<file path="src/rtl/mem_seq_pkg.sv">
// Shared types for the memory request sequencer: FSM states, request record, stats width.
package mem_seq_pkg;

  localparam int STAT_W      = 16;
  localparam int DFLT_ADDR_W = 8;
  localparam int DFLT_DATA_W = 32;

  typedef enum logic [1:0] {
    IDLE,
    ISSUE,
    WAIT,
    RESP
  } seq_state_e;

  typedef struct packed {
    logic                   rw;
    logic [DFLT_ADDR_W-1:0] addr;
    logic [DFLT_DATA_W-1:0] data;
  } mem_req_t;

  function automatic logic [STAT_W-1:0] sat_inc(input logic [STAT_W-1:0] v);
    return (&v) ? v : v + 1'b1;
  endfunction

endpackage

</file>
<file path="src/rtl/mem_req_fifo.sv">
// Request FIFO with extra-MSB pointers; storage is unreset, pointers reset synchronously.
module mem_req_fifo
  import mem_seq_pkg::*;
#(
  parameter int  Depth = 4,
  parameter type T     = mem_req_t
) (
  input  logic                   Clk,
  input  logic                   Reset,
  input  logic                   push,
  input  T                       push_data,
  input  logic                   pop,
  output T                       head,
  output logic                   full,
  output logic                   empty,
  output logic [$clog2(Depth):0] count
);

  localparam int AW = $clog2(Depth);

  T           mem [Depth];
  logic [AW:0] wptr, rptr;
  logic        do_push, do_pop;

  assign do_push = push && !full;
  assign do_pop  = pop && !empty;

  always_ff @(posedge Clk) begin
    if (!Reset) begin
      wptr <= '0;
      rptr <= '0;
    end else begin
      if (do_push) wptr <= wptr + 1'b1;
      if (do_pop)  rptr <= rptr + 1'b1;
    end
  end

  always_ff @(posedge Clk) begin
    if (do_push) mem[wptr[AW-1:0]] <= push_data;
  end

  assign head  = mem[rptr[AW-1:0]];
  assign empty = (wptr == rptr);
  assign full  = (wptr[AW] != rptr[AW]) && (wptr[AW-1:0] == rptr[AW-1:0]);
  assign count = wptr - rptr;

endmodule

</file>
<file path="src/rtl/mem_req_sequencer.sv">
// Queues bus read/write requests and issues them one at a time to a single-port Memory.
// Optional MEM_SEQ_STATS_EN adds saturating write/read issue counters.
module mem_req_sequencer
  import mem_seq_pkg::*;
#(
  parameter int AddrSize  = 8,
  parameter int DataSize  = 32,
  parameter int FifoDepth = 4
) (
  input  logic                Clk,
  input  logic                Reset,
  input  logic                ReqValid,
  output logic                ReqReady,
  input  logic                ReqRW,
  input  logic [AddrSize-1:0] ReqAddr,
  input  logic [DataSize-1:0] ReqData,
  output logic [DataSize-1:0] MemDin,
  output logic [AddrSize-1:0] MemAddr,
  output logic                MemValid,
  output logic                MemR_W,
  input  logic [DataSize-1:0] MemDout,
  output logic                RspValid,
  input  logic                RspReady,
  output logic [DataSize-1:0] RspData,
  output logic [AddrSize-1:0] RspAddr,
  output logic                Busy
`ifdef MEM_SEQ_STATS_EN
  ,
  output logic [STAT_W-1:0]   WrCount,
  output logic [STAT_W-1:0]   RdCount
`endif
);

  localparam int CW = $clog2(FifoDepth) + 1;

  typedef struct packed {
    logic                rw;
    logic [AddrSize-1:0] addr;
    logic [DataSize-1:0] data;
  } req_t;

  req_t          push_req, head;
  logic          push, pop, full, empty;
  logic [CW-1:0] count;
  logic          rdy_en;

  seq_state_e          state, state_n;
  logic [AddrSize-1:0] mem_addr_n, rsp_addr_n;
  logic [DataSize-1:0] mem_din_n, rsp_data_n;
  logic                mem_valid_n, mem_rw_n, rsp_valid_n;

  // rdy_en keeps ReqReady low through reset; otherwise it tracks the registered full flag only.
  assign ReqReady = rdy_en && !full;
  assign push     = ReqValid && ReqReady;
  assign push_req = '{rw: ReqRW, addr: ReqAddr, data: ReqData};
  assign Busy     = (state != IDLE) || (count != '0);

  mem_req_fifo #(
    .Depth (FifoDepth),
    .T     (req_t)
  ) u_fifo (
    .Clk       (Clk),
    .Reset     (Reset),
    .push      (push),
    .push_data (push_req),
    .pop       (pop),
    .head      (head),
    .full      (full),
    .empty     (empty),
    .count     (count)
  );

  always_comb begin
    state_n     = state;
    pop         = 1'b0;
    mem_valid_n = 1'b0;
    mem_addr_n  = MemAddr;
    mem_din_n   = MemDin;
    mem_rw_n    = MemR_W;
    rsp_valid_n = RspValid;
    rsp_data_n  = RspData;
    rsp_addr_n  = RspAddr;
    case (state)
      IDLE: begin
        if (!empty) begin
          pop         = 1'b1;
          mem_valid_n = 1'b1;
          mem_addr_n  = head.addr;
          mem_din_n   = head.data;
          mem_rw_n    = head.rw;
          state_n     = ISSUE;
        end
      end
      ISSUE: state_n = MemR_W ? IDLE : WAIT;
      // Memory registered Dout at the end of ISSUE, so it is valid throughout WAIT.
      WAIT: begin
        rsp_valid_n = 1'b1;
        rsp_data_n  = MemDout;
        rsp_addr_n  = MemAddr;
        state_n     = RESP;
      end
      RESP: begin
        if (RspReady) begin
          rsp_valid_n = 1'b0;
          state_n     = IDLE;
        end
      end
      default: state_n = IDLE;
    endcase
  end

  always_ff @(posedge Clk) begin
    if (!Reset) begin
      state    <= IDLE;
      rdy_en   <= 1'b0;
      MemValid <= 1'b0;
      MemAddr  <= '0;
      MemDin   <= '0;
      MemR_W   <= 1'b0;
      RspValid <= 1'b0;
      RspData  <= '0;
      RspAddr  <= '0;
    end else begin
      state    <= state_n;
      rdy_en   <= 1'b1;
      MemValid <= mem_valid_n;
      MemAddr  <= mem_addr_n;
      MemDin   <= mem_din_n;
      MemR_W   <= mem_rw_n;
      RspValid <= rsp_valid_n;
      RspData  <= rsp_data_n;
      RspAddr  <= rsp_addr_n;
    end
  end

`ifdef MEM_SEQ_STATS_EN
  always_ff @(posedge Clk) begin
    if (!Reset) begin
      WrCount <= '0;
      RdCount <= '0;
    end else if (state == ISSUE) begin
      if (MemR_W) WrCount <= sat_inc(WrCount);
      else        RdCount <= sat_inc(RdCount);
    end
  end
`endif

endmodule
</file>
<file path="config.mk">
export PLATFORM = sky130hd
export DESIGN_NAME = mem_req_sequencer
export DESIGN_NICKNAME = d
export VERILOG_FILES = /design/src/rtl/mem_seq_pkg.sv /design/src/rtl/mem_req_fifo.sv /design/src/rtl/mem_req_sequencer.sv
export SDC_FILE = /design/constraint.sdc
export NUM_CORES = 1
export LEC_CHECK = 0
export BUFFER_PORTS_ARGS = -buffer_cell sky130_fd_sc_hd__buf_2
export CAP_MARGIN = 20
export CORE_ASPECT_RATIO = 0.8
export CORE_MARGIN = 10
export CORE_UTILIZATION = 60
export CTS_CLUSTER_SIZE = 8
export DETAILED_ROUTE_END_ITERATION = 8
export PLACE_DENSITY = 0.84
export SLEW_MARGIN = 20
export SYNTH_ARGS = -nofsm -noshare
export SYNTH_HDL_FRONTEND = slang
export SYNTH_HIERARCHICAL = 1
export SYNTH_SLANG_ARGS = --single-unit
</file>
<file path="constraint.sdc">
create_clock -name Clk -period 6.4 [get_ports Clk]
set_clock_uncertainty 0.15 [all_clocks]
set_input_delay 1.6 -clock Clk [delete_from_list [all_inputs] [get_ports Clk]]
set_output_delay 1.6 -clock Clk [all_outputs]
set_load 0.02 [all_outputs]
</file>
# Word-level counts from Yosys, hierarchy flattened

Memories as Yosys holds them, arrays and structs flattened. A register that Yosys moved wholly into a read port is not among the register bits.
Cells that the tools add are included.

Flip-flop bits (word level): 51
Latch bits: 0
Bits in writable memories: 164
ROM bits: 0
Input port bits: 77
Output and inout port bits: 85
Word-level logic and storage cells: 48
Memories: 1

Add/sub/neg operators: 3
Multipliers: 0
Divide/modulo/power cells: 0
Order comparisons: 0
Equality and inequality tests: 8
Shift-type cells: 0
Muxes and demuxes: 11
Bitwise gates (word level): 1
Reductions and logical operators: 16

Memory list:

| name       | depth | bits a word | read ports | clocked after Yosys merged registers in | write ports | RTL line           | source |
|---|---|---|---|---|---|---|---|
| u_fifo.mem | 4     | 41          | 1          | 1                                       | 1           | mem_req_fifo.sv:21 | `T mem [Depth];` |

Operator list:

| kind                                                             | count |
|---|---|
| 2-bit case mux with 4 select lines                               | 1 |
| 3-bit by 1-bit adder with 3-bit output (second input constant)   | 2 |
| 1-bit 2-to-1 mux                                                 | 6 |
| 2-bit 2-to-1 mux                                                 | 3 |
| 2-bit AND reduction                                              | 3 |
| 1-bit logical AND                                                | 5 |
| 2-bit == test (second input constant)                            | 2 |
| 2-bit != test (second input constant)                            | 2 |
| 2-bit nonzero test                                               | 2 |
| 3-bit == test                                                    | 1 |
| 1-bit logical NOT                                                | 3 |
| 3-bit nonzero test                                               | 1 |
| 3-bit subtractor                                                 | 1 |
| 2-bit by 1-bit == test with 1-bit output (second input constant) | 1 |
| 2-bit == test                                                    | 1 |
| 2-bit logical NOT                                                | 1 |
| 1-bit case mux with 2 select lines                               | 1 |
| 1-bit logical OR                                                 | 1 |
| 1-bit != test                                                    | 1 |
| 1-bit NOT                                                        | 1 |

# Logic depth before layout (Yosys ltp)

Gate-level depths: netlist of run 1.

Word-level depth: 8
Depth in mapped cells: 11
Mapped depth without buffers: 9

# By module

The synthesis of run 1 kept the hierarchy.

Modules (own cells, without submodules):

| module            | instances | cells an instance | area an instance (um^2) | seq. area each (um^2) |
|---|---|---|---|---|
| mem_req_fifo      | 1         | 283               | 6505.0                  | 5084.9 |
| mem_req_sequencer | 1         | 379               | 3196.8                  | 1721.7 |

# Worst setup path before layout of run 1

OpenSTA, ideal clock, no wires.

Kind: register to register
From: reg u_fifo.wptr[0]
To: mem u_fifo/mem[2][0] in the netlist's numbering (enable)
Library setup time: 0.402 ns
Arrival: 3.074 ns
Data required time: 5.848 ns
Slack: 2.774 ns
Stages on the path, launching flop included: 10
Buffers on the path: 1
Clock period less this slack: 3.626 ns
Cells stage by stage: dfxtp_1 > inv_1 > ha_1 > nand2_1 > clkbuf_1 > nor2_1 > nor2b_1 > and2_1 > o21a_1 > and2_1

Cells in the longest elaborated chain, start to end: 8

RTL lines:

| item                                   | RTL line                | source |
|---|---|---|
| from (decl)                            | mem_req_fifo.sv:22      | `logic [AW:0] wptr, rptr;` |
| from (signal assigned)                 | mem_req_fifo.sv:33      | `if (do_push) wptr <= wptr + 1'b1;` |
| 2-bit == test                          | mem_req_fifo.sv:44      | `assign full = (wptr[AW] != rptr[AW]) && (wptr[AW-1:0] == rptr[AW-1:0]);` |
| 1-bit logical AND                      | mem_req_fifo.sv:44      |  |
| via full                               | mem_req_sequencer.sv:43 | `logic push, pop, full, empty;` |
| 1-bit logical NOT                      | mem_req_sequencer.sv:53 | `assign ReqReady = rdy_en && !full;` |
| 1-bit logical AND                      | mem_req_sequencer.sv:53 |  |
| via ReqReady                           | mem_req_sequencer.sv:13 | `output logic ReqReady,` |
| 1-bit logical AND                      | mem_req_sequencer.sv:54 | `assign push = ReqValid && ReqReady;` |
| via push                               | mem_req_sequencer.sv:43 |  |
| 1-bit logical AND                      | mem_req_fifo.sv:25      | `assign do_push = push && !full;` |
| 1-bit 2-to-1 mux                       | mem_req_fifo.sv:39      | `if (do_push) mem[wptr[AW-1:0]] <= push_data;` |
| 1-bit 2-to-1 mux (implied by the code) | mem_req_fifo.sv:39      |  |
| to (decl)                              | mem_req_fifo.sv:21      |  |

The timed path passes the listed nets, and every way through them passes these cells.

# Worst setup path in the final report of run 1

From: reg u_fifo.wptr[0]
To: out ReqReady

Cells in the longest elaborated chain, start to end: 4

RTL lines:

| item              | RTL line |
|---|---|
| 2-bit == test     | mem_req_fifo.sv:44 |
| 1-bit logical AND | mem_req_fifo.sv:44 |
| via full          | mem_req_sequencer.sv:43 |
| 1-bit logical NOT | mem_req_sequencer.sv:53 |
| 1-bit logical AND | mem_req_sequencer.sv:53 |
| to (decl)         | mem_req_sequencer.sv:13 |

The timed path passes the listed nets, and every way through them passes these cells.

==> flow_summary.ini, run 1 <==
[floorplanning]
ioPinCount = 162
fp.dieArea_um2 = 21700
initial_core_util_pct = 61.4
rows = 41
die_w_um = 162
floorplan.core_area_um2 = 15800
chipHeight_um = 134

[power]
total_power_mw = 4.99
total_switching_power_mw = 1.50
power_per_cell_area_nw_per_um2 = 428
vdd_ir_drop_max_mv = 0.361
combinationalPowerShare_pct = 20.5
internal-power_mw = 3.49
power.share.switching_pct = 30.1
seqPwrFrac_pct = 43.4
p_leak_nw = 4.24
clock_power_share_pct = 36.1

[sta]
report.final.slew_viol_count = 0
timing.final.setup_violations = 0
worst-slew-pin-transition_ps = 1140
finalHoldViolations = 0
rsz0062_at_grt = false
final_period_minus_worst_setup_slack_ps = 3910
final.period_utilization_pct = 61.2
timing.max_slew.rel_slack_pct = 24.1
max_clock_freq_mhz = 255
fin_tns_setup_ps = 0

[clock_network]
ctsResizeCount = 0
cts_setup_buffers = 0
cts_tree = yes
number_of_levels_the_h_tree_was_split_into = 2
clock_tree.buffer_depth = 3
cts_hold_buffers_added = 0
clkSinkCount = 258
cts_made_buffers = 38
clk_root_buffer_cell = clkbuf_16
insertion_delay_ps = 500
clk_transition_reported_paths_ps = 50

[logic_synthesis]
synth_nets = 747
synth_edf_count = 164
synth-seq-cells = 258
ys_async_sr_fraction_pct = 0
synth.avg_cell_area_um2 = 14.7
ys_types = 38
ys_warn_count = 6
post_synth_instance_area_um2 = 9700
syn-instance-count = 662
synthFlopType = edfxtp_1
ys_seq_area_share_pct = 70.2

[detailed_routing]
first_iter_violations = 403
drt-pass1-iter-count = 8
detail_route.wirelength_mm = 21.9
drt-vias-per-instance = 5.68
wl_met1_mm = 8.60
met2RoutedLength_mm = 10.5
wl_per_cell_um = 20.5
dr_total_vias = 6058
highest_layer = met4
detail-route-antenna-nets = 0
dr_wl_met3_mm = 2.38
route.detailed.drc = 0

[cells_and_area]
syn_to_final_growth_pct = 20.3
fillerInstances = 1007
post-route-util_pct = 73.9
area.sequential_um2 = 6810
final_nets = 908
drive_gt1_share_pct = 30.6
multi_input_area_um2 = 2610

[global_route]
initial_antenna_violation_count = 1
grt_pass1_vias = 6187
largest_net_degree_at_the_start_of_global_routing = 90
global_route.usage.total_pct = 19.9
gr-total-overflow = 0
grt_pass1_wl_mm = 34.5

[status]
run_status = finished clean

[placed_design]
place.gp.congestion = 0.814
numPortBuffers = 161
hpwlAfterDp_mm = 13.6

[worst_hold_path]
min_path_type = reg -> reg
holdCritStartpoint = MemDin[5]
timing.hold.worst_endpoint = MemDin[5]
whs_path_depth = 2

[critical_path]
worstSetupPathType = reg -> out
reg2reg_setup_slack_ps = 2920
regToRegStartpoint = u_fifo/wptr[0]
worstReg2RegEnd = u_fifo/mem[2][2]
nature_of_the_critical_path_endpoint = primary output
critPathArrivalTime_ps = 2160
critical_path.startpoint_type = register
crit_fanout = 15
rr_worst_depth = 8
critical_path_required_time_ps = 4650

[flow_run]
drv.max_cap_violation_count = 0
[cell families (layout without fill, tap and decap cells)]
logic type / Yosys count / count (layout) / synth area share (%)
AOI/OAI and AO/OA: 98 / 98 / 6.59
xor gates and xnor gates: 3 / 3 / 0.426
adders and majority gates: 8 / 8 / 1.11
buffers and inverters: 51 / 239 / 3.10
DFF: 258 / 258 / 70.2
muxes: 41 / 41 / 9.52
other: 0 / 1 / 0
and+or+nand+nor: 203 / 203 / 9.11
[worst max-delay path: stages (launching register included)]
cell	delay [ps]
dfxtp_1	410
inv_1	120
ha_1	340
nand2_1	370
nor2_1	80
nor2b_1	140
buf_2	180
[routing by layer]
layer  global-route usage (%)  vias to the layer above
met4                     5.45                        0
met3                     6.65                       33
met1                     24.5                     2924
met5                        0                        -
met2                     32.8                      326
li1                         -                     2775
[worst max-delay path by stage]
| stage | from | endpoint | slack, ps | depth (start not counted) |
|---|---|---|---|---|
| 3_5_place_dp | ReqValid | u_fifo/mem[2][15] | 2780 | 4 |
| 6_report | u_fifo/wptr[0] | ReqReady | 2490 | 6 |
| 3_3_place_gp | ReqValid | u_fifo/mem[2][12] | 2850 | 4 |
| 5_1_grt | u_fifo/wptr[0] | ReqReady | 2350 | 6 |
| 2_1_floorplan | u_fifo/wptr[0] | u_fifo/mem[2][0] | 2770 | 9 |
| 4_1_cts | u_fifo/wptr[0] | ReqReady | 2500 | 6 |
[Yosys cell counts, types with 2 or more instances]
cell type / instances / share of area [%]
a21boi_0: 26 / 2.0
a31oi_1: 4 / 0.26
o21ai_1: 9 / 0.46
buf_4: 8 / 0.62
nor3_1: 2 / 0.10
nand3_1: 46 / 2.4
o21ai_0: 32 / 1.7
o21a_1: 2 / 0.15
inv_1: 7 / 0.27
o311ai_0: 3 / 0.27
edfxtp_1: 164 / 51
buf_2: 15 / 0.77
o311ai_1: 2 / 0.18
clkbuf_1: 12 / 0.46
nor2b_1: 6 / 0.39
a21boi_1: 15 / 1.2
a21oi_1: 2 / 0.10
nand2_1: 130 / 5.0
buf_6: 8 / 0.93
ha_1: 7 / 0.90
nor2_1: 5 / 0.19
dfxtp_1: 94 / 19
mux4_2: 41 / 9.5
and2_1: 6 / 0.39
and3b_1: 2 / 0.18
nand4_1: 2 / 0.13
[stage by stage]
step	cell area (um2)	std cells	setup slack [ps]	hold slack (ps)
3_3_place_gp	10600	998	2850	283
2_1_floorplan	9700	662	2770	362
4_1_cts	11700	1065	2500	299
6_report	11700	1066	2490	295
5_1_grt	11700	1065	2350	313
3_5_place_dp	10600	998	2780	293
[layout make-up]
| class | instances | area share [%] |
|---|---|---|
| antenna | 1 | 0.0214 |
| multi-input combinational | 353 | 22.4 |
| clock buffer | 64 | 9.17 |
| timing repair buffer | 165 | 7.18 |
| tap | 215 | 2.31 |
| inverter | 7 | 0.225 |
| sequential | 258 | 58.4 |
| clock inverter | 3 | 0.354 |
[placed cells by master, fill, tap and decap left out, drive strengths merged, types with 2 or more instances in the layout]
| master | n |
|---|---|
| buf | 165 |
| edfxtp | 164 |
| nand2 | 130 |
| dfxtp | 94 |
| clkbuf | 64 |
| nand3 | 46 |
| mux4 | 41 |
| o21ai | 41 |
| a21boi | 41 |
| inv | 7 |
| ha | 7 |
| nor2b | 6 |
| and2 | 6 |
| nor2 | 5 |
| o311ai | 5 |
| a31oi | 4 |
| nor3 | 3 |
| clkinv | 3 |
| o21a | 2 |
| a21oi | 2 |
| nand4 | 2 |
| and3b | 2 |
| xnor2 | 2 |
| o32a | 2 |
[power by group through the flow]
stage | Sequential, mW | Combinational [mW] | Clock (mW)
after global placement | 2.18 | 0.988 | 0
final | 2.17 | 1.02 | 1.80
after CTS | 2.17 | 1.03 | 1.84
after global routing | 2.19 | 1.13 | 1.91
after detailed placement | 2.20 | 1.02 | 0
after floorplan | 2.31 | 0.602 | 0
[registers in the layout, summed over array words and instances, names as in the netlist, named ones only]
name	count
u_fifo/mem	164
MemDin	32
RspData	32
MemAddr	8
RspAddr	8
u_fifo/rptr	3
u_fifo/wptr	3
MemR_W	1
MemValid	1
RspValid	1
rdy_en	1
state	1
No activity file was read; power rests on OpenSTA's default activity.
==> run 2: changes to the inputs <==
Settings changed: CORE_UTILIZATION 60 to 56, PLACE_DENSITY 0.84 to 0.79.
Clock period 6.4 ns to 4 ns, I/O delays scaled along.
==> run 2 against run 1 <==
- clock power grew 61%
- cell count grew 1.6%
- worst hold slack gained 0.64 ps
- routed wire length shrank 0.50%
- critical endpoint unchanged
- largest power group unchanged
- highest routed layer unchanged
==> flow_summary.ini, run 2 (synthesis results as in run 1) <==
[global_route]
largest_net_degree_at_the_start_of_global_routing = 67
gr-total-overflow = 0
grt_pass1_vias = 6169
global_route.usage.met1_pct = 24.2
grt_use_met2_pct = 29.1
globalRoute.busiestLayer = met2
global_route.usage.total_pct = 18.6
initial_antenna_violation_count = 3
grtUsageMet3_pct = 5.75
grt_pass1_wl_mm = 34.1

[placed_design]
placement.cell_area_um2 = 10600
numPortBuffers = 161
hpwlAfterDp_mm = 14.0
place.gp.congestion = 0.818

[critical_path]
critical_path.startpoint_type = register
crit_fanout = 15
rr_worst_depth = 9
critPathArrivalTime_ps = 2190
nature_of_the_critical_path_endpoint = primary output
worst_setup_path_startpoint = u_fifo/wptr[0]
reg2reg_setup_slack_ps = 670
worstReg2RegEnd = u_fifo/mem[1][11]
worstSetupPathType = reg -> out
crit_end = ReqReady
critical_path_required_time_ps = 2850
regToRegStartpoint = u_fifo/wptr[0]

[floorplanning]
rows = 42
floorplan.core_area_um2 = 16800
initial_core_util_pct = 57.9
die_w_um = 167
fp.dieArea_um2 = 23000
chipHeight_um = 138
ioPinCount = 162

[clock_network]
cts_setup_buffers = 0
cts_hold_buffers_added = 0
clkSinkCount = 258
clk_root_buffer_cell = clkbuf_16
ctsResizeCount = 0
cts_tree = yes
clock_tree.buffer_depth = 3
insertion_delay_ps = 510
number_of_levels_the_h_tree_was_split_into = 2
clk_transition_reported_paths_ps = 50
cts_made_buffers = 38

[power]
seqPwrFrac_pct = 43.4
p_leak_nw = 4.30
total_power_mw = 8.01
clock_power_share_pct = 36.1
vdd_ir_drop_max_mv = 0.478
total_switching_power_mw = 2.41
internal-power_mw = 5.60
combinationalPowerShare_pct = 20.5
power.share.switching_pct = 30.1
power_per_cell_area_nw_per_um2 = 681

[cells_and_area]
post-route-util_pct = 70.1
largest_register_ff_count = 164
most-common-layout-cells = edfxtp_1, buf_2, nand2_1, dfxtp_1, nand3_1
syn_to_final_growth_pct = 21.2
layout.cell_area.non_filler_um2 = 11800
final_nets = 918
mostFrequentLayoutCell = edfxtp_1
drive_gt1_share_pct = 31.5

[detailed_routing]
detail_route.wirelength_mm = 21.8
first_iter_violations = 507
dr_total_vias = 6014
route.detailed.drc = 0
wl_per_cell_um = 20.1
drt-pass1-iter-count = 4
drt-vias-per-instance = 5.55
detail-route-antenna-nets = 0

[sta]
fin_tns_setup_ps = 0
finalHoldViolations = 0
final_period_minus_worst_setup_slack_ps = 3340
worst-slew-pin-transition_ps = 859
max_clock_freq_mhz = 300
rsz0062_at_grt = false
report.final.slew_viol_count = 0
final.period_utilization_pct = 83.4
timing.final.setup_violations = 0
timing.max_slew.rel_slack_pct = 42.7

[status]
run_status = finished clean

[worst_hold_path]
min_path_type = reg -> reg

[flow_run]
drv.max_cap_violation_count = 0
[run 2: final cells by class]
class | instances | area (um2)
fillers | 1123 | 5010
clock inverters | 3 | 37.5
inverters | 7 | 26.3
clock buffers | 64 | 1070
flip-flops and latches | 258 | 6810
multi-input cells | 353 | 2610
diodes | 3 | 7.51
well taps | 220 | 275
repair buffers | 175 | 913
[run 2: how the worst min path moves through the flow]
| stage | from | endpoint | cells after the start | slack [ps] |
|---|---|---|---|---|
| after CTS | MemDin[27] | MemDin[27] | 2 | 300 |
| after global routing | RspData[20] | RspData[20] | 2 | 310 |
| after detailed placement | MemDin[27] | MemDin[27] | 2 | 290 |
| after floorplan | u_fifo/wptr[0] | u_fifo/wptr[0] | 2 | 360 |
| final | MemDin[27] | MemDin[27] | 2 | 300 |
| after global placement | RspData[22] | RspData[22] | 2 | 290 |
[run 2: power by group through the flow]
stage | logic [mW] | clock network, mW | registers, mW
floorplan | 0.964 | 0 | 3.70
global placement | 1.61 | 0 | 3.49
detailed placement | 1.66 | 0 | 3.51
CTS | 1.67 | 2.95 | 3.47
global route | 1.81 | 3.07 | 3.51
finish | 1.64 | 2.89 | 3.47
[run 2: worst max-delay path: stages, from the launching register on]
cell and delay, ps:
dfxtp_1 420, inv_1 130, ha_1 340, nand2_1 380, nor2_1 80, nor2b_1 140
buf_2 200
[run 2: through the flow]
step	setup WS [ps]	hold slack (ps)	std cells
after floorplan	374	362	662
after global placement	921	287	1013
after detailed placement	742	290	1013
after CTS	664	297	1080
after global routing	447	310	1080
final	662	296	1083
[run 2: layer usage]
metal,vias to the layer above,routed length [um]
met5,-,0
met4,0,461
met3,44,1920
met2,251,10000
met1,2922,9360
li1,2797,-
==> run 3: changes to the inputs <==
Settings changed: ABC_AREA from default to 1, CORE_UTILIZATION 56 to 51, PLACE_DENSITY 0.79 to 0.76.
Clock period 4 ns to 2.9 ns, I/O delays scaled along.
==> run 3 against run 2 <==
- combinational power grew to 2.6 times the previous value
- flip-flop and latch count is the same
- cell count grew 28%
- setup slack lost 610 ps
- cell area grew 3.8%
- clock power grew 37%
- total power grew 64%
- worst hold slack lost 21 ps
- sequential share of layout area shrank 2.1 points
- largest power group unchanged
==> flow_summary.ini, run 3 <==
[global_route]
global_route.usage.total_pct = 17.9
grt_pass1_wl_mm = 37.5
initial_antenna_violation_count = 2
largest_net_degree_at_the_start_of_global_routing = 84
gr-total-overflow = 0
grt_use_met2_pct = 29.0
global_route.usage.met1_pct = 22.8
globalRoute.busiestLayer = met2
grt_pass1_vias = 7209
grtUsageMet3_pct = 5.44

[critical_path]
nature_of_the_critical_path_endpoint = primary output
critical_path.startpoint_type = register
critical_path_required_time_ps = 2030
worstSetupPathType = reg -> out
crit_fanout = 3
critPathArrivalTime_ps = 1970

[detailed_routing]
wl_per_cell_um = 17.1
dr_total_vias = 7285
route.detailed.drc = 0
first_iter_violations = 562
drt-vias-per-instance = 5.24
detail-route-antenna-nets = 0
drt-pass1-iter-count = 5
detail_route.wirelength_mm = 23.7

[sta]
timing.final.setup_violations = 0
max_clock_freq_mhz = 351
rsz0062_at_grt = true
holdWs_ps = 275
fin_tns_setup_ps = 0
fin_ws_ps = 53.0
timing.max_slew.rel_slack_pct = 43.3
final.period_utilization_pct = 98.2
worst-slew-pin-transition_ps = 851
report.final.slew_viol_count = 0
finalHoldViolations = 0
final_period_minus_worst_setup_slack_ps = 2850

[power]
total_power_mw = 13.1
p_leak_nw = 5.00
vdd_ir_drop_max_mv = 0.616
power_per_cell_area_nw_per_um2 = 1070

[clock_network]
clk_transition_reported_paths_ps = 50
insertion_delay_ps = 510
clk_root_buffer_cell = clkbuf_16
cts_made_buffers = 38
clkSinkCount = 258
cts_tree = yes
number_of_levels_the_h_tree_was_split_into = 2
clock_tree.buffer_depth = 3

[logic_synthesis]
synth_edf_count = 164
synth_area_leaders = edfxtp_1, dfxtp_1, nor2_1
synth_top_area_share_pct = 49.4
ys_seq_area_share_pct = 68.3
post_synth_instance_area_um2 = 9960
yosys.area.top_type = edfxtp_1
ys_async_sr_fraction_pct = 0
ys_types = 26
synth.avg_cell_area_um2 = 10.6
syn-instance-count = 942
synth_nets = 1027
most_used_standard_cell_by_instance_count_after_synthesis = nor2_1
ys_warn_count = 6
yosys-top-cells-count = nor2_1, edfxtp_1, dfxtp_1
synthFlopType = edfxtp_1
synth-seq-cells = 258

[floorplanning]
floorplan.core_area_um2 = 19100
ioPinCount = 162
fp.dieArea_um2 = 25600
initial_core_util_pct = 52.2
die_w_um = 176
rows = 45
chipHeight_um = 145

[placed_design]
pre_cts_ws_ps = 113
hpwlAfterDp_mm = 14.6
numPortBuffers = 161
placed_cells = 1320
place.gp.congestion = 0.794
placement.cell_area_um2 = 11100

[cells_and_area]
syn_to_final_growth_pct = 22.5
layout.cell_area.non_filler_um2 = 12200
final_nets = 1188
fillerInstances = 1486
post-route-util_pct = 63.9
most-common-layout-cells = nor2_1, edfxtp_1, buf_2, dfxtp_1, o21ai_0
final_cell_count_no_fill = 1389
largest_register_ff_count = 164
mostFrequentLayoutCell = nor2_1
drive_gt1_share_pct = 22.8

[status]
run_status = finished clean

[flow_run]
drv.max_cap_violation_count = 0

[worst_hold_path]
min_path_type = in -> reg
[run 3: changes by cell type after synthesis, moves of 41 or more]
cell     previous run  this run
a21oi_1             2        48
inv_1               7        62
nor2_1              5       217
o21ai_0            32        76
o22ai_1             0        41
nand2_1           130        62
mux4_2             41         0
[run 3: path summary, 6_finish.rpt]
kind                       end  depth (start not counted)  slack (ps)            from
max                       Busy                          7          50  u_fifo/wptr[0]
min           u_fifo/mem[1][7]                          1         280      ReqData[7]
max reg2reg  u_fifo/mem[1][34]                         10         220  u_fifo/rptr[1]
min reg2reg           RspValid                          2         310        RspValid
[run 3: cell type report]
| cell class | instances | area (um2) | share of cell area, % |
|---|---|---|---|
| sequential | 258 | 6820 | 55.8 |
| multi-input combinational | 556 | 2680 | 21.9 |
| clock buffer | 62 | 1040 | 8.53 |
| timing repair buffer | 181 | 1040 | 8.52 |
| tap | 258 | 323 | 2.64 |
| inverter | 68 | 260 | 2.13 |
| clock inverter | 4 | 42.5 | 0.349 |
| antenna | 2 | 5.00 | 0.0410 |
[run 3: routing by layer]
metal	wire [um]	vias up
li1	-	3547
met1	10200	3435
met2	11300	268
met3	1860	35
met4	357	0
met5	0	-
[run 3: cell families (layout without fill, tap and decap cells)]
group | Yosys count | count (layout) | synth area share (%)
DFF | 258 | 258 | 68.3
buffers and inverters | 128 | 315 | 5.58
xor gates and xnor gates | 1 | 1 | 0.0879
and+or+nand+nor | 331 | 331 | 13.5
other | 0 | 2 | 0
adders and majority gates | 8 | 8 | 1.08
AOI/OAI and AO/OA | 216 | 216 | 11.5
[run 3: timing repair]
item | 4_1_cts | 5_1_grt
pin swaps | 1 | 4
setup endpoints to repair | 2 | 2
resized for setup | 6 | 11
hold buffers | 0 | 0
setup buffers | 0 | 1
cloned | 0 | 0
[run 3: worst max-delay path, stage by stage (launching register included)]
cell	delay, ps
dfxtp_4	370
inv_4	50
ha_4	150
inv_2	50
fa_2	430
nor3_2	200
nand2_1	80
buf_6	130
[run 3: where the power goes]
part / switching [mW] / leakage (nW) / total (mW) / internal (mW)
Clock: 1.52 / 0.517 / 3.97 / 2.44
Combinational: 2.91 / 2.21 / 4.31 / 1.39
Sequential: 0.317 / 2.27 / 4.83 / 4.51
Total: 4.75 / 5.00 / 13.1 / 8.35
